`src/rtl/riscv_defs.sv`:
```
// Shared definitions for the memory-port arbiter: access lengths, arbiter
// state encoding, requester ownership and a zero word constant.
package riscv_defs;

  localparam logic [1:0] LEN_BYTE = 2'd0;
  localparam logic [1:0] LEN_HALF = 2'd1;
  localparam logic [1:0] LEN_WORD = 2'd2;

  localparam logic [31:0] ZeroWord = 32'h0000_0000;

  typedef enum logic [1:0] {
    StIdle,
    StRead,
    StWrite,
    StAck
  } arb_state_e;

  typedef enum logic {
    OWN_IF  = 1'b0,
    OWN_MEM = 1'b1
  } owner_e;

  // Number of byte transfers for a mem_len code; codes 2 and 3 are both word.
  function automatic logic [2:0] len_bytes(input logic [1:0] len);
    logic [2:0] n;
    unique case (len)
      LEN_BYTE: n = 3'd1;
      LEN_HALF: n = 3'd2;
      default:  n = 3'd4;
    endcase
    return n;
  endfunction

endpackage

```
`src/rtl/mem_arb_pick.sv`:
```
// Combinational two-requester picker for the RAM port.
// Build option: define MEM_ARB_FAIR_EN for round-robin on ties; otherwise mem
// always beats IF.
module mem_arb_pick
  import riscv_defs::*;
(
  input  logic   if_req_i,
  input  logic   mem_req_i,
  input  owner_e last_i,
  output logic   grant_o,
  output owner_e owner_o
);

  // Pick the owner of the next access from the pending requests.
  always_comb begin
    grant_o = if_req_i | mem_req_i;
`ifdef MEM_ARB_FAIR_EN
    if (if_req_i && mem_req_i) begin
      owner_o = (last_i == OWN_IF) ? OWN_MEM : OWN_IF;
    end else begin
      owner_o = mem_req_i ? OWN_MEM : OWN_IF;
    end
`else
    owner_o = mem_req_i ? OWN_MEM : OWN_IF;
`endif
  end

`ifndef MEM_ARB_FAIR_EN
  // Last-grant history only matters for round-robin.
  logic unused_last;
  assign unused_last = last_i;
`endif

endmodule

```
`src/rtl/mem_port_arbiter.sv`:
```
// Shares the byte-wide RAM port between instruction fetch and the MEM stage,
// splitting 8/16/32-bit accesses into little-endian byte transfers.
// Build option: MEM_ARB_FAIR_EN selects round-robin tie-breaking (see mem_arb_pick).
module mem_port_arbiter
  import riscv_defs::*;
#(
  parameter int unsigned ADDR_W = 32
) (
  input  logic              clk,
  input  logic              rst,
  input  logic              if_req,
  input  logic [ADDR_W-1:0] if_addr,
  output logic              if_ack,
  output logic [31:0]       if_data,
  input  logic              mem_req,
  input  logic              mem_we,
  input  logic [1:0]        mem_len,
  input  logic [ADDR_W-1:0] mem_addr,
  input  logic [31:0]       mem_wdata,
  output logic              mem_ack,
  output logic [31:0]       mem_rdata,
  output logic [ADDR_W-1:0] ram_addr,
  output logic              ram_wr,
  output logic [7:0]        ram_dout,
  input  logic [7:0]        ram_din,
  output logic              busy
);

  arb_state_e        state_q, state_d;
  logic [2:0]        cnt_q, cnt_d, n_q, n_d;
  logic              we_q, we_d;
  owner_e            owner_q, owner_d, last_q, last_d, pick_owner;
  logic [ADDR_W-1:0] base_q, base_d, ram_addr_q, ram_addr_d;
  logic [31:0]       wdata_q, wdata_d, result_q, result_d;
  logic [31:0]       if_data_q, if_data_d, mem_rdata_q, mem_rdata_d;
  logic              ram_wr_q, ram_wr_d, if_ack_q, if_ack_d, mem_ack_q, mem_ack_d;
  logic              busy_q, busy_d, grant;
  logic [7:0]        ram_dout_q, ram_dout_d;
  logic [ADDR_W-1:0] next_addr;
  logic [1:0]        rd_lane, wr_lane;
  logic [31:0]       cap_word;

  mem_arb_pick u_pick (
    .if_req_i  (if_req),
    .mem_req_i (mem_req),
    .last_i    (last_q),
    .grant_o   (grant),
    .owner_o   (pick_owner)
  );

  // Byte arriving now belongs to the address issued in the previous cycle.
  assign rd_lane   = 2'(cnt_q - 3'd1);
  assign wr_lane   = 2'(cnt_q + 3'd1);
  assign cap_word  = result_q | (32'(ram_din) << {rd_lane, 3'b000});
  assign next_addr = base_q + ADDR_W'(cnt_q + 3'd1);

  // Next-state and registered-output computation.
  always_comb begin
    state_d     = state_q;
    cnt_d       = cnt_q;
    n_d         = n_q;
    we_d        = we_q;
    owner_d     = owner_q;
    last_d      = last_q;
    base_d      = base_q;
    wdata_d     = wdata_q;
    result_d    = result_q;
    ram_addr_d  = ram_addr_q;
    ram_wr_d    = 1'b0;
    ram_dout_d  = ram_dout_q;
    if_ack_d    = 1'b0;
    mem_ack_d   = 1'b0;
    if_data_d   = if_data_q;
    mem_rdata_d = mem_rdata_q;
    unique case (state_q)
      StIdle: begin
        if (grant) begin
          owner_d  = pick_owner;
          last_d   = pick_owner;
          cnt_d    = 3'd0;
          result_d = ZeroWord;
          if (pick_owner == OWN_MEM) begin
            base_d  = mem_addr;
            n_d     = len_bytes(mem_len);
            we_d    = mem_we;
            wdata_d = mem_wdata;
          end else begin
            base_d  = if_addr;
            n_d     = 3'd4;
            we_d    = 1'b0;
            wdata_d = ZeroWord;
          end
          ram_addr_d = base_d;
          ram_wr_d   = we_d;
          ram_dout_d = wdata_d[7:0];
          state_d    = we_d ? StWrite : StRead;
        end
      end
      StRead: begin
        cnt_d = cnt_q + 3'd1;
        if (cnt_q != 3'd0) result_d = cap_word;
        if (cnt_q + 3'd1 < n_q) ram_addr_d = next_addr;
        if (cnt_q == n_q) begin
          state_d = StAck;
          if (owner_q == OWN_MEM) begin
            mem_ack_d   = 1'b1;
            mem_rdata_d = cap_word;
          end else begin
            if_ack_d  = 1'b1;
            if_data_d = cap_word;
          end
        end
      end
      StWrite: begin
        if (cnt_q + 3'd1 < n_q) begin
          cnt_d      = cnt_q + 3'd1;
          ram_addr_d = next_addr;
          ram_wr_d   = 1'b1;
          ram_dout_d = 8'(wdata_q >> {wr_lane, 3'b000});
        end else begin
          state_d = StAck;
          if (owner_q == OWN_MEM) mem_ack_d = 1'b1;
          else                    if_ack_d  = 1'b1;
        end
      end
      StAck: begin
        state_d = StIdle;
      end
    endcase
    busy_d = (state_d != StIdle);
  end

  // State and output registers with synchronous reset.
  always_ff @(posedge clk) begin
    if (rst) begin
      state_q     <= StIdle;
      cnt_q       <= 3'd0;
      n_q         <= 3'd0;
      we_q        <= 1'b0;
      owner_q     <= OWN_IF;
      last_q      <= OWN_IF;
      base_q      <= '0;
      wdata_q     <= ZeroWord;
      result_q    <= ZeroWord;
      ram_addr_q  <= '0;
      ram_wr_q    <= 1'b0;
      ram_dout_q  <= 8'h00;
      if_ack_q    <= 1'b0;
      mem_ack_q   <= 1'b0;
      if_data_q   <= ZeroWord;
      mem_rdata_q <= ZeroWord;
      busy_q      <= 1'b0;
    end else begin
      state_q     <= state_d;
      cnt_q       <= cnt_d;
      n_q         <= n_d;
      we_q        <= we_d;
      owner_q     <= owner_d;
      last_q      <= last_d;
      base_q      <= base_d;
      wdata_q     <= wdata_d;
      result_q    <= result_d;
      ram_addr_q  <= ram_addr_d;
      ram_wr_q    <= ram_wr_d;
      ram_dout_q  <= ram_dout_d;
      if_ack_q    <= if_ack_d;
      mem_ack_q   <= mem_ack_d;
      if_data_q   <= if_data_d;
      mem_rdata_q <= mem_rdata_d;
      busy_q      <= busy_d;
    end
  end

  assign ram_addr  = ram_addr_q;
  assign ram_wr    = ram_wr_q;
  assign ram_dout  = ram_dout_q;
  assign if_ack    = if_ack_q;
  assign if_data   = if_data_q;
  assign mem_ack   = mem_ack_q;
  assign mem_rdata = mem_rdata_q;
  assign busy      = busy_q;

endmodule

```
`config.mk`:
```
export PLATFORM = sky130hd
export DESIGN_NAME = mem_port_arbiter
export DESIGN_NICKNAME = d
export VERILOG_FILES = /design/src/rtl/riscv_defs.sv /design/src/rtl/mem_arb_pick.sv /design/src/rtl/mem_port_arbiter.sv
export SDC_FILE = /design/constraint.sdc
export NUM_CORES = 1
export LEC_CHECK = 0
export CAP_MARGIN = 10
export CORE_ASPECT_RATIO = 1.75
export CORE_MARGIN = 2
export CORE_UTILIZATION = 54
export CTS_BUF_LIST = sky130_fd_sc_hd__clkbuf_8 sky130_fd_sc_hd__clkbuf_16
export DETAILED_ROUTE_END_ITERATION = 10
export GPL_ROUTABILITY_DRIVEN = 0
export GPL_TIMING_DRIVEN = 0
export PLACE_DENSITY = 0.86
export SETUP_SLACK_MARGIN = 0.05
export SYNTH_ARGS = -nofsm -noshare
export SYNTH_HDL_FRONTEND = slang
export SYNTH_HIERARCHICAL = 1
export SYNTH_SLANG_ARGS = --single-unit
```
`constraint.sdc`:
```
create_clock -name clk -period 5 [get_ports clk]
set_clock_uncertainty 0.2 [all_clocks]
set_input_delay 0.5 -clock clk [delete_from_list [all_inputs] [get_ports clk]]
set_output_delay 0.5 -clock clk [all_outputs]
set_load 0.05 [all_outputs]
```
==> flow_summary.ini, run 1 <==
[status]
status = complete, no violations

[grt]
grt_max_degree = 16
grt.total_usage_pct = 32.9
antenna_found_initial = 0
grt_pass1_vias = 9249
grt_first_pass_wirelength_um = 46500
grt.overflow.total = 0

[power]
seq_power_share_pct = 35.2
vdd_drop_max_mv = 0.367
p_int_w = 0.00377
powerDensity_nw_per_um2 = 514
p_sw_w = 0.00256
combPwrFrac_pct = 39.9
swShare_pct = 40.4
p_leak_nw = 4.45
pwr-share-clk_pct = 25.0

[setup_path]
worst_ep_arrival_time_ns = 3.99
crit_slowest_cell = dfxtp_1
ff2ff_path_depth = 11
rrSetupSlack_ns = 1.23
crit_chain = buf_2 -> inv_1 -> ha_1 -> ha_1 -> a21oi_1 -> nand2_1 -> a21oi_1 -> buf_2 -> buf_2 -> o211ai_1 -> a21oi_1
critical_path.startpoint = cnt_q[0]$_SDFFE_PP0P_
regToRegStartpoint = cnt_q[0]$_SDFFE_PP0P_
crit_path_start_kind = flop
endpoint = ram_addr[5]$_SDFFE_PP0P_
cp.required_ns = 5.22
endpoint_kind = flop
slowest_delay_ns = 0.55
cp_max_fo = 10
r2r_end = ram_addr[5]$_SDFFE_PP0P_
worstSetupPathType = flop to flop

[place]
hpwl_um = 23000
post-place-ws_ns = 1.46
port_buffers = 209
placed_cells = 1508

[drt]
drcViolationCount = 0
avgRoutedWirePerCell_um = 19.9
via_count = 9209
wl_um = 30600
drt_pass1_iterations = 10
ant_nets = 0
drt_iter0_markers = 572
via_per_inst = 5.97

[logic_synthesis]
ys_top_cells_by_count = dfxtp_1 (213), nor2_1 (166), a21oi_1 (139)
ys_seq_elements = 213
ys_seq_area_share_pct = 46.1
synth_area_um2 = 9240
yosysMostFrequentCell = dfxtp_1
synthArstFlopShare_pct = 0
synth_fp_nets = 1196
synth_warnings = 6
synthDistinctLibCells = 51
synth_top_area_cell = dfxtp_1
ys_top_cells_by_area = dfxtp_1 (46%), a211oi_1 (8.9%), a21oi_1 (7.5%)
ys.flop_type = dfxtp_1
synth.avg_cell_area_um2 = 8.62
yosys.area.top_type_share_pct = 46.1
synth_edf_count = 0
netlist_instances = 1072

[sta]
max_slew_margin_pct = 32.3
fmax_ghz = 0.265
worst_slack_ns = 1.23
max_slew.worst_pin.slew_ns = 1.01
final_max_slew_viol_count = 0
tns_ns = 0
rsz0062_at_grt = no
fin_crit_ns = 3.77
finalHoldViolations = 0
finalCritPeriodShare_pct = 75.4
setup_viol = 0

[flow_run]
cap_violations = 0

[cells_and_area]
drive_gt1_share_pct = 6.23
post-route-util_pct = 72.9
fin_nets = 1427
fill_cells = 1280
area_growth_syn_to_layout_pct = 33.1
fin_cells = 1543
antenna_cells = 0

[hold_path]
hold_class = input pin to flop

[clock_tree]
cts_tree = built
worstSkewPairLatency_ns = 0.49
cts_setup_buffers = 0
hold_buffers = 0
ctsLongestPathBuffers = 3
cts_num_sinks = 213
htree_num_levels = 1
clockRootBuffer = clkbuf_16
cts_buffers = 20
ctsResizeCount = 0
path_clk_slew_ns = 0.06

[die]
fp-row-count = 63
dieWidth_um = 103
start_util_pct = 54.8
die_height_um = 177
fp.coreArea_um2 = 16900
die-area_um2 = 18200
num_io_pins = 219
[metal layers]
metal	part of all wire [%]	vias up	routed length (um)	GRT usage, %
li1	-	4267	-	-
met1	33	4266	10000	32.2
met2	53	525	16200	60.4
met3	7.7	151	2370	6.36
met4	6.8	0	2080	21.2
met5	0	-	0	0
[power by group through the flow]
stage	Clock, W	Sequential, W	Combinational [W]
5_1_grt	0.00164	0.00225	0.00269
3_3_place_gp	0	0.00224	0.00244
2_1_floorplan	0	0.00284	0.00103
4_1_cts	0.00158	0.00222	0.00250
3_5_place_dp	0	0.00225	0.00249
6_report	0.00158	0.00222	0.00252
[worst max-delay path: cells and delay by family (launching register included)]
family / cells / cell delay, ns
buffers and inverters: 4 / 1.20
AOI/OAI and AO/OA: 4 / 0.98
DFF: 1 / 0.55
adders and majority gates: 2 / 0.55
and+or+nand+nor: 1 / 0.20
[per-stage QoR]
stage / hold slack (ns) / cell area [um2] / total power [W]
2_1_floorplan: 0.222 / 9240 / 0.00387
3_3_place_gp: 0.237 / 11600 / 0.00468
3_5_place_dp: 0.243 / 11600 / 0.00473
4_1_cts: 0.173 / 12300 / 0.00630
5_1_grt: 0.213 / 12300 / 0.00658
6_report: 0.188 / 12300 / 0.00633
[worst min-delay path by stage]
stage,start,to,depth (start not counted)
final,ram_din[7],result_q[31]$_SDFFE_PP0P_,3
after floorplan,last_q$_SDFFE_PP0P_,if_ack$_SDFF_PP0_,1
after CTS,ram_din[7],result_q[31]$_SDFFE_PP0P_,3
after detailed placement,wdata_q[26]$_SDFFE_PP0P_,wdata_q[26]$_SDFFE_PP0P_,2
after global placement,wdata_q[9]$_SDFFE_PP0P_,wdata_q[9]$_SDFFE_PP0P_,2
after global routing,ram_din[7],result_q[7]$_SDFFE_PP0P_,3
[cell usage in the layout, fill, tap and decap left out, drive strengths merged, types with 6 or more instances in the layout]
cell type      Yosys  routed
nand4              9       9
inv               18      22
mux4               8       8
o21ai             11      11
clkdlybuf4s50      0     209
nor2             166     166
o22ai             10      10
a211oi           111     111
nand2             82      82
buf               34      34
xnor2              7       7
dfxtp            213     213
nand2b             6       6
clkbuf            59      85
a21oi            139     139
nor3              17      17
nand3             51      51
o211ai            11      11
xor2              24      24
mux2i             36      36
ha                12      12
[state kept, by name (all words and copies together), names as in the netlist]
signal	count
if_data	32
if_ack	1
wdata_q	32
last_q	1
cnt_q	3
ram_wr	1
base_q	32
ram_addr	32
mem_rdata	32
n_q	3
busy	1
ram_dout	8
mem_ack	1
result_q	32
state_q	2
[cells by family after synthesis]
group / after synthesis / share of synthesized area [%]
flops: 213 / 46.1
mux: 45 / 5.97
xor+xnor: 31 / 2.94
compound gates: 304 / 21.1
buf+inv: 111 / 5.23
fa+ha+maj: 13 / 1.84
simple gates: 355 / 16.8
[layout make-up]
cell class | instances | area (um2) | share of cell area [%]
Sequential cell | 213 | 4260 | 34.7
Clock inverter | 9 | 92.6 | 0.753
Multi-Input combinational cell | 748 | 4490 | 36.5
Timing Repair Buffer | 209 | 2090 | 17.0
Tap cell | 227 | 284 | 2.31
Buffer | 93 | 415 | 3.38
Inverter | 18 | 67.6 | 0.549
Clock buffer | 26 | 594 | 4.83
Power figures use the tool's default switching activity.
==> run 2, diff against run 1 <==
--- a/config.mk
+++ b/config.mk
@@ -8,12 +8,12 @@
 export CAP_MARGIN = 10
 export CORE_ASPECT_RATIO = 1.75
 export CORE_MARGIN = 2
-export CORE_UTILIZATION = 54
+export CORE_UTILIZATION = 45
 export CTS_BUF_LIST = sky130_fd_sc_hd__clkbuf_8 sky130_fd_sc_hd__clkbuf_16
 export DETAILED_ROUTE_END_ITERATION = 10
 export GPL_ROUTABILITY_DRIVEN = 0
 export GPL_TIMING_DRIVEN = 0
-export PLACE_DENSITY = 0.86
+export PLACE_DENSITY = 0.76
 export SETUP_SLACK_MARGIN = 0.05
 export SYNTH_ARGS = -nofsm -noshare
 export SYNTH_HDL_FRONTEND = slang
==> constraint.sdc (replaced) <==
create_clock -name clk -period 3.45 [get_ports clk]
set_clock_uncertainty 0.2 [all_clocks]
set_input_delay 0.345 -clock clk [delete_from_list [all_inputs] [get_ports clk]]
set_output_delay 0.345 -clock clk [all_outputs]
set_load 0.05 [all_outputs]
==> flow_summary.ini, run 2 (synthesis gave the netlist of run 1 again) <==
[drt]
via_per_inst = 5.73
drt_pass1_iterations = 6
dr_wl_met3_um = 2100
via_count = 8981
wl_met2_um = 16500
ant_nets = 0
wl_um = 31400
avgRoutedWirePerCell_um = 20.0
routed.top_layer = met4
drt_iter0_markers = 462
drcViolationCount = 0
m1WireLength_um = 10500

[setup_path]
cp.required_ns = 3.60
rrSetupSlack_ns = 0.16
worstSetupPathType = flop to flop
crit_path_start_kind = flop
worst_ep_arrival_time_ns = 3.44
endpoint_kind = flop
cp_max_fo = 10

[clock_tree]
htree_num_levels = 1
cts_buffers = 21
worstSkewPairLatency_ns = 0.49
cts_tree = built
cts_num_sinks = 213
ctsLongestPathBuffers = 3
clockRootBuffer = clkbuf_16
path_clk_slew_ns = 0.07
hold_buffers = 0

[sta]
final_max_slew_viol_count = 0
finalCritPeriodShare_pct = 95.3
fmax_ghz = 0.304
tns_ns = 0
fin_crit_ns = 3.29
max_slew_margin_pct = 40.3
rsz0062_at_grt = no
max_slew.worst_pin.slew_ns = 0.888
setup_viol = 0
fin_hold_ws_ns = 0.0533
finalHoldViolations = 0

[place]
place_area_um2 = 11600
port_buffers = 209
hpwl_um = 23600

[die]
die_height_um = 194
die-area_um2 = 21700
fp-row-count = 69
start_util_pct = 45.7
dieWidth_um = 112
num_io_pins = 219
fp.coreArea_um2 = 20200

[grt]
grt.overflow.total = 0
grt_pass1_vias = 9111
grt_first_pass_wirelength_um = 48400
antenna_found_initial = 1
grt_max_degree = 16
grt.total_usage_pct = 28.0

[cells_and_area]
multi_input_area_um2 = 4500
fin_nets = 1428
area_growth_syn_to_layout_pct = 34.2
design_area_um2 = 12400
fill_cells = 1785
regArea_um2 = 4270
drive_gt1_share_pct = 6.75
antenna_cells = 0
layout_common_cells = dfxtp_1 (212), clkdlybuf4s50_1 (209), nor2_1 (166), a21oi_1 (139), a211oi_1 (110)
final_common_cell = dfxtp_1

[status]
status = complete, no violations

[hold_path]
hold_class = input pin to flop

[power]
vdd_drop_max_mv = 0.443
total_power_w = 0.00934
p_leak_nw = 4.47
powerDensity_nw_per_um2 = 753

[flow_run]
cap_violations = 0
## run 2: cell types whose count changed in the layout (fill, tap and decap cells not counted), moves of 2 or more
cell	change
buf_2	-3
inv_1	-3
buf_4	+3
clkinv_2	+2
## run 2: stage by stage
stage	worst slack (ns)	instances	util, %
final	0.163	1566	61.4
after CTS	0.0906	1566	61.3
after global placement	-0.140	1529	57.6
after global routing	0.0553	1566	61.4
after detailed placement	-0.204	1529	57.6
after floorplan	0.559	1072	-
## run 2: repair_timing
action | 4_1_cts | 5_1_grt
endpoints found under the setup margin | 41 | 12
setup buffers | 0 | 1
resized for setup | 3 | 3
gates cloned | 0 | 0
pin swaps | 0 | 1
## run 2: per-layer routing
metal / GRT usage, % / up-vias
met5: 0 / -
met4: 18.2 / 0
met3: 4.86 / 128
met2: 51.7 / 405
met1: 28.2 / 4188
li1: - / 4260
## run 2: power by group
part	leakage [nW]	switching, W	total (W)	internal, W
sequential	1.74	0.000319	0.00321	0.00290
combinational	2.36	0.00246	0.00368	0.00122
clock	0.370	0.000982	0.00245	0.00147
total	4.47	0.00376	0.00934	0.00558
## run 2: final timing paths
kind / start / end / depth (start not counted)
max reg2reg: cnt_q[0]$_SDFFE_PP0P_ / ram_addr[18]$_SDFFE_PP0P_ / 9
max: cnt_q[0]$_SDFFE_PP0P_ / ram_addr[18]$_SDFFE_PP0P_ / 9
min reg2reg: wdata_q[26]$_SDFFE_PP0P_ / wdata_q[26]$_SDFFE_PP0P_ / 2
min: ram_din[6] / result_q[14]$_SDFFE_PP0P_ / 3
## run 2: cell type report
type / instances / area share [%]
Buffer: 92 / 3.36
Clock buffer: 27 / 4.90
Clock inverter: 10 / 1.05
Inverter: 18 / 0.545
Multi-Input combinational cell: 748 / 36.3
Sequential cell: 213 / 34.4
Tap cell: 248 / 2.50
Timing Repair Buffer: 210 / 16.9
## run 2: critical path: stages (launching register included)
cell	delay, ns
dfxtp_2	0.46
buf_4	0.25
inv_1	0.17
ha_1	0.27
fa_1	0.42
nand2b_1	0.25
a2111o_1	0.54
nor4_1	0.33
xnor2_1	0.17
o22ai_1	0.09
